### config.mk
export PLATFORM = sky130hd
export DESIGN_NAME = pipe_skid_reg
export DESIGN_NICKNAME = d
export VERILOG_FILES = /design/src/rtl/pipe_pkg.sv /design/src/rtl/sat_counter.sv /design/src/rtl/pipe_skid_reg.sv
export SDC_FILE = /design/constraint.sdc
export NUM_CORES = 1
export LEC_CHECK = 0
export CORE_ASPECT_RATIO = 0.75
export CORE_UTILIZATION = 50
export CTS_CLUSTER_SIZE = 40
export DETAILED_ROUTE_END_ITERATION = 7
export PLACE_DENSITY = 0.78
export SYNTH_ARGS = -nofsm -noshare
export SYNTH_HDL_FRONTEND = slang
export SYNTH_SLANG_ARGS = --single-unit
### constraint.sdc
create_clock -name CLK -period 10.29 [get_ports CLK]
set_input_delay 3.087 -clock CLK [delete_from_list [all_inputs] [get_ports CLK]]
set_output_delay 3.087 -clock CLK [all_outputs]
set_load 0.01 [all_outputs]
### src/rtl/pipe_pkg.sv
// Shared types and default widths for the pipeline stage register.
package pipe_pkg;

    localparam int unsigned DEF_DATA_W = 80;
    localparam int unsigned DEF_CNT_W  = 16;

    typedef enum logic [1:0] {
        ST_EMPTY = 2'd0,
        ST_FULL  = 2'd1,
        ST_SKID  = 2'd2
    } state_e;

endpackage

### src/rtl/sat_counter.sv
// Saturating up-counter with synchronous clear that overrides increment.
module sat_counter #(
    parameter int unsigned W = 16
) (
    input  logic         clk,
    input  logic         rst,
    input  logic         inc,
    input  logic         clr,
    output logic [W-1:0] count
);

    logic [W-1:0] count_q;
    logic [W-1:0] count_d;

    always_comb begin
        count_d = count_q;
        if (clr) begin
            count_d = '0;
        end else if (inc && (count_q != {W{1'b1}})) begin
            count_d = count_q + W'(1);
        end
    end

    always_ff @(posedge clk or posedge rst) begin
        if (rst) begin
            count_q <= '0;
        end else begin
            count_q <= count_d;
        end
    end

    assign count = count_q;

endmodule

### src/rtl/pipe_skid_reg.sv
// Pipeline stage register with valid/ready handshake, optional skid entry,
// synchronous flush and a saturating stall-cycle counter.
module pipe_skid_reg
    import pipe_pkg::*;
#(
    parameter int unsigned DATA_W = DEF_DATA_W,
    parameter bit          SKID   = 1'b1,
    parameter int unsigned CNT_W  = DEF_CNT_W
) (
    input  logic              CLK,
    input  logic              RESET,
    input  logic              in_VALID,
    output logic              in_READY,
    input  logic [DATA_W-1:0] in_DATA,
    input  logic              FLUSH,
    output logic              out_VALID,
    input  logic              out_READY,
    output logic [DATA_W-1:0] out_DATA,
    input  logic              clr_CNT,
    output logic [CNT_W-1:0]  stall_CNT
);

    state_e            state_q, state_d;
    logic [DATA_W-1:0] main_q, main_d;
    logic [DATA_W-1:0] skid_q, skid_d;
    logic              accept;
    logic              emit;

    assign out_VALID = (state_q != ST_EMPTY);
    assign out_DATA  = main_q;
    assign accept    = in_VALID & in_READY;
    assign emit      = out_VALID & out_READY;

    // Registered ready with skid entry, or single register with ready fed through.
    generate
        if (SKID) begin : g_ready_reg
            assign in_READY = (state_q != ST_SKID);
        end else begin : g_ready_comb
            assign in_READY = out_READY | ~out_VALID;
        end
    endgenerate

    always_comb begin
        state_d = state_q;
        main_d  = main_q;
        skid_d  = skid_q;
        case (state_q)
            ST_EMPTY: begin
                if (accept) begin
                    main_d  = in_DATA;
                    state_d = ST_FULL;
                end
            end
            ST_FULL: begin
                if (emit && accept) begin
                    main_d = in_DATA;
                end else if (emit) begin
                    state_d = ST_EMPTY;
                end else if (accept && SKID) begin
                    skid_d  = in_DATA;
                    state_d = ST_SKID;
                end
            end
            ST_SKID: begin
                if (out_READY) begin
                    main_d  = skid_q;
                    state_d = ST_FULL;
                end
            end
            default: state_d = ST_EMPTY;
        endcase
        // Flush squashes held beats and any beat taken this cycle; data regs keep contents.
        if (FLUSH) begin
            state_d = ST_EMPTY;
        end
    end

    always_ff @(posedge CLK or posedge RESET) begin
        if (RESET) begin
            state_q <= ST_EMPTY;
            main_q  <= '0;
            skid_q  <= '0;
        end else begin
            state_q <= state_d;
            main_q  <= main_d;
            skid_q  <= skid_d;
        end
    end

    sat_counter #(
        .W (CNT_W)
    ) u_stall_cnt (
        .clk   (CLK),
        .rst   (RESET),
        .inc   (out_VALID & ~out_READY),
        .clr   (clr_CNT),
        .count (stall_CNT)
    );

endmodule

## Yosys cells after proc, flatten, opt, wreduce, memory -nomap -nowiden

Cells that the tools add are included.

| operators by class | value |
|---|---|
| add/subtract/negate cells | 1 |
| $mul | 0 |
| divide/modulo/power cells | 0 |
| $lt $le $gt $ge | 0 |
| equal/unequal tests | 11 |
| shifts and indexed selects | 0 |
| muxes and demuxes | 13 |
| bitwise gates (word level) | 6 |
| reduce and logical (&&, ||, !) cells | 9 |

Operator list:

| operator | count |
|---|---|
| $mux W80 | 3 |
| $pmux W80 S3 | 1 |
| $mux W16 | 2 |
| $add A16 B1 Y16 const B | 1 |
| $ne A16 B16 Y1 const B | 1 |
| $mux W2 | 6 |
| $reduce_and A4 Y1 | 3 |
| $ne A3 B3 Y1 const B | 3 |
| $ne A2 B2 Y1 const B | 4 |
| $pmux W2 S3 | 1 |
| $ne A4 B4 Y1 const B | 1 |
| $reduce_bool A2 Y1 | 2 |
| $and A1 B1 Y1 | 3 |
| $not A1 Y1 | 3 |
| $reduce_bool A3 Y1 | 1 |
| $eq A2 B1 Y1 const B | 1 |
| $eq A2 B2 Y1 const B | 1 |
| $logic_and A1 B1 Y1 | 2 |
| $logic_not A2 Y1 | 1 |

| word-level totals | value |
|---|---|
| flip-flop bits (word level) | 178 |
| bits in latches | 0 |
| memory bits (writable) | 0 |
| bits in read-only memories | 0 |
| word-level logic and storage cells | 44 |
| memories kept | 0 |

## Longest topological paths before layout

| depth | value |
|---|---|
| depth after elaboration | 7 |
| gate-level depth with buffers | 7 |
| gate-level depth less buffers | 5 |

## Hierarchy

A second synthesis with hierarchy kept.

| unflattened totals | value |
|---|---|
| cells, all modules | 545 |
| area total of the unflattened synthesis | 8151.6 um2 |

By module, submodules not included:

| module | instances | cells an instance | area an instance (um2) | sequential area each (um2) |
|---|---|---|---|---|
| pipe_skid_reg | 1 | 444 | 7219.4 | 4053.9 |
| sat_counter | 1 | 101 | 932.1 | 400.4 |

## Worst setup path after synthesis

No wires, ideal clock.

| path | value |
|---|---|
| path kind | input to register |
| from | input out_READY |
| to | register u_stall_cnt.count_q[10], in the netlist u_stall_cnt.count[10] |
| setup time | 0.078 ns |
| arrival time | 4.352 ns |
| data required time | 10.212 ns |
| setup slack | 5.859 ns |
| stages on the path | 5 |
| buffers on the path | 1 |
| cell sequence | buf_6 -> o21bai_4 -> or3_4 -> or4_1 -> a21oi_1 |

| on the way | value |
|---|---|
| longest elaborated chain between the ends | 4 |

Ends and longest elaborated chain:

| what | RTL line | text |
|---|---|---|
| from (decl) | pipe_skid_reg.sv:17 | `input logic out_READY,` |
| $not A1 Y1 | pipe_skid_reg.sv:95 | `.inc (out_VALID & ~out_READY),` |
| $and A1 B1 Y1 | pipe_skid_reg.sv:95 |  |
| $logic_and A1 B1 Y1 | sat_counter.sv:19 | `end else if (inc && (count_q != {W{1'b1}})) begin` |
| $reduce_bool A2 Y1 (no line) | -- |  |
| to (signal assigned) | sat_counter.sv:28 | `count_q <= count_d;` |
| to (decl) | sat_counter.sv:12 | `logic [W-1:0] count_q;` |

Every way passes these cells.
A chain may end at the register's enable or synchronous reset.

## Final worst setup path

| path | value |
|---|---|
| from | input out_READY |
| to | register main_q[71], in the netlist out_DATA[71] |

| on the way | value |
|---|---|
| longest elaborated chain between the ends | 4 |
| elaborated cells between the ends (all ways) | 5 |
| classes of those cells | 2 x eq/ne; 1 x bitwise; 2 x reduce/logical |

Ends and longest elaborated chain:

| what | RTL line | text |
|---|---|---|
| $and A1 B1 Y1 | pipe_skid_reg.sv:32 | `assign emit = out_VALID & out_READY;` |
| $logic_and A1 B1 Y1 | pipe_skid_reg.sv:55 | `if (emit && accept) begin` |
| $ne A2 B2 Y1 (no line) | -- |  |
| $reduce_and A4 Y1 (no line) * | -- |  |
| to (signal assigned) | pipe_skid_reg.sv:85 | `main_q <= main_d;` |
| to (decl) | pipe_skid_reg.sv:24 | `logic [DATA_W-1:0] main_q, main_d;` |

Every way passes the cells marked *; elsewhere a longest branch is shown, timed or not.

==> reports/qor.txt <==
Outcome - finished, final reports clean
Buf+Inv Stages, Crit Path - 2
Total Routing Usage GR - 23.2%
Overall power - 1950 uW
Crit-path max FO - 118
Hold WC Path Type - flip-flop to flip-flop
Clock Latency Late Sink - 0.42 ns
Synth Warn # - 0
Layout area overhead - 33.0%
R2R Path Start - state_q[1]
Die height - 110 um
Num rows - 38
Post-Syn Nets - 724
Total CTS buffers - 17
Slew HR - 22.2%
Number of global-route vias before repair - 5663
RSZ-0062 raised after global routing - false
Compound-cell area share of the yosys netlist - 8.52%
Clock Power Share - 33.7%
Final worst path period share - 56.3%
H-tree levels - 4
1st-pass router iterations - 4
Fmax achieved - 0.173 GHz
Least-Margin Pin Slew - 1.17 ns
Final antenna-violating net count - 0
Setup Viol. Count Final - 0
# diodes - 0
Worst path slowest cell - buf_4
Synth Area in XOR/XNOR - 0%
Peak per-stage delay on the critical path - 0.96 ns
Period minus WS final - 5.79 ns
IO buf count - 183
Max-slew violations - 0
Worst Min Path Start - skid_q[68]
CTS root buffer - clkbuf_16
Comb pwr share - 19.1%
Internal - 1450 uW
Register area share after synthesis - 57.7%
RePlAce Congestion - 0.821
Postcts setup bufs - 0
Max Cap Viol - 0
Largest family of logic cells by synthesized area - multiplexers
Vias per cell - 5.43
Avg Inst Size Synth - 12.1 um^2
Power Density - 190 nW/um^2
Drt total wl - 17.5 mm
Worst vdd ir - 0.138 mV
Simple-Gate Fraction of Synth Area - 8.55%
Clk sinks - 178
Die ar. - 16000 um^2
Switch Pwr - 504 uW
Drt wl/cell - 17.2 um
Crit. End Element - flip-flop
Syn Inst Count - 637
Yosys reg bits - 178
Crit path max-delay family - buffers and inverters
Async S/R FF share, synth - 100%
Synth cell types - 39
Post-CTS Hold Buffers - 0
Layout cells sized above 1 - 15.8%
Core footprint - 14800 um^2
TNS Setup - 0 ns
Initial antenna violation count - 0
Commonest non-fill, non-tap cells in the layout - clkdlybuf4s50_1, dfrtp_1, a21oi_1, nor2_1
I/O pins - 184
CTS tree - built
Critical Path RT - 10.62 ns
Setup CP Type - input pin to flip-flop
Area of the multi-input gates - 3080 um^2
Final Skew - 0.00699 ns
Initial Util - 52.2%
Via count - 5514
Fillcell total - 1057
Reg clk slew, reported paths - 0.06 ns
Grt ovf - 0
LEAKAGE - 0.00464 uW
Clock Path Buffers - 2
Critical path startpoint category - input pin
Pin count of the biggest net entering global routing - 119
Width of the die - 146 um
DRC viols - 0
CP cell instances - clkdlybuf4s50_1, mux2i_1, o2bb2ai_4, buf_4, nor2_1, a21oi_1
Main synth FF type - dfrtp_1
Post-synthesis adder-cell area fraction - 0.162%
Initial drt markers - 283
Crit path launch - out_READY
# nets final - 890
HPWL after DPL - 11.3 mm
Synthesized area - 7720 um^2
Mux cell area share after synthesis - 22.3%
Final Hold Fails - 0
Number of synthesized flops with an enable pin - 0
Post-CTS sizing - 0
Flop pwr share - 47.1%
Register area - 4450 um^2
Commonest non-fill, non-tap cell in the layout - clkdlybuf4s50_1
Worst EP arrival - 6.12 ns
First-pass GRT wire length - 28.8 mm
Switching Share - 25.8%
-- synthesized netlist by cell type (4+ instances only) --
cell type  count  area, um^2
dfrtp_1      178        4450
a21oi_1       89         445
nor2_1        84         315
mux2_2        81         912
mux2i_1       81         811
buf_2         31         155
clkbuf_1       9        33.8
nand2_1        7        26.3
nand3_1        7        35.0
nor3_1         7        35.0
or4_1          7        52.6
a31oi_1        4        25.0
inv_1          4        15.0
-- layout make-up --
| class | instances | area share, % |
|---|---|---|
| multi-input cells | 414 | 30.0 |
| repair buffers | 188 | 18.2 |
| well taps | 200 | 2.44 |
| inverters | 4 | 0.195 |
| clock inverters | 13 | 1.56 |
| clock buffers | 19 | 4.31 |
| flip-flops and latches | 178 | 43.4 |
-- routing by layer --
| layer | track usage [%] | wire [um] | vias up |
|---|---|---|---|
| met4 | 7.97 | 256 | 0 |
| met1 | 29.4 | 7680 | 2726 |
| li1 | - | - | 2605 |
| met3 | 7.80 | 1210 | 23 |
| met5 | 0 | 0 | - |
| met2 | 37.7 | 8310 | 160 |
-- through the flow --
step | setup slack (ns) | utilization (%) | hold WS, ns | instances | instance area (um^2)
final | 4.50 | 69.5 | 0.505 | 1016 | 10300
after global placement | 4.32 | 65.4 | 0.488 | 984 | 9670
after CTS | 4.58 | 69.5 | 0.509 | 1016 | 10300
after detailed placement | 4.16 | 65.4 | 0.494 | 984 | 9670
after global routing | 4.27 | 69.5 | 0.524 | 1016 | 10300
after floorplan | 2.37 | - | 0.480 | 637 | 7720
-- worst register-to-register path, delay by kind of cell, from the launching register on --
family          cells  cell delay [ns]
compound gates      2             0.97
buf+inv             1             0.97
flops               1             0.54
simple gates        1             0.22
mux                 1             0.21
-- flip-flops by register name (all words and copies together) (netlist names) --
signal / count
out_DATA: 80
skid_q: 80
state_q: 2
u_stall_cnt.count: 16
-- final timing paths --
check	cells past startpoint	to	slack [ns]
max reg2reg	5	out_DATA[71]	7.30
min in group asynchronous	2	skid_q[75]	3.25
max	6	out_DATA[71]	4.50
min reg2reg	1	skid_q[68]	0.51
max in group asynchronous	3	out_DATA[72]	5.52
min	1	skid_q[68]	0.51
-- cells by family after synthesis --
kind of cell	Yosys count
adder cells (fa/ha/maj)	1
AO/OA/AOI/OAI	115
multiplexers	162
flip-flops	178
buffers and inverters	45
AND/OR/NAND/NOR	136
-- power by group through the flow --
stage	registers, uW	logic (uW)	clock network (uW)
after floorplan	934	181	0
after global placement	922	362	0
after detailed placement	931	378	0
after CTS	921	379	672
after global routing	938	407	703
final	920	374	659
No activity file was read; power rests on OpenSTA's default activity.
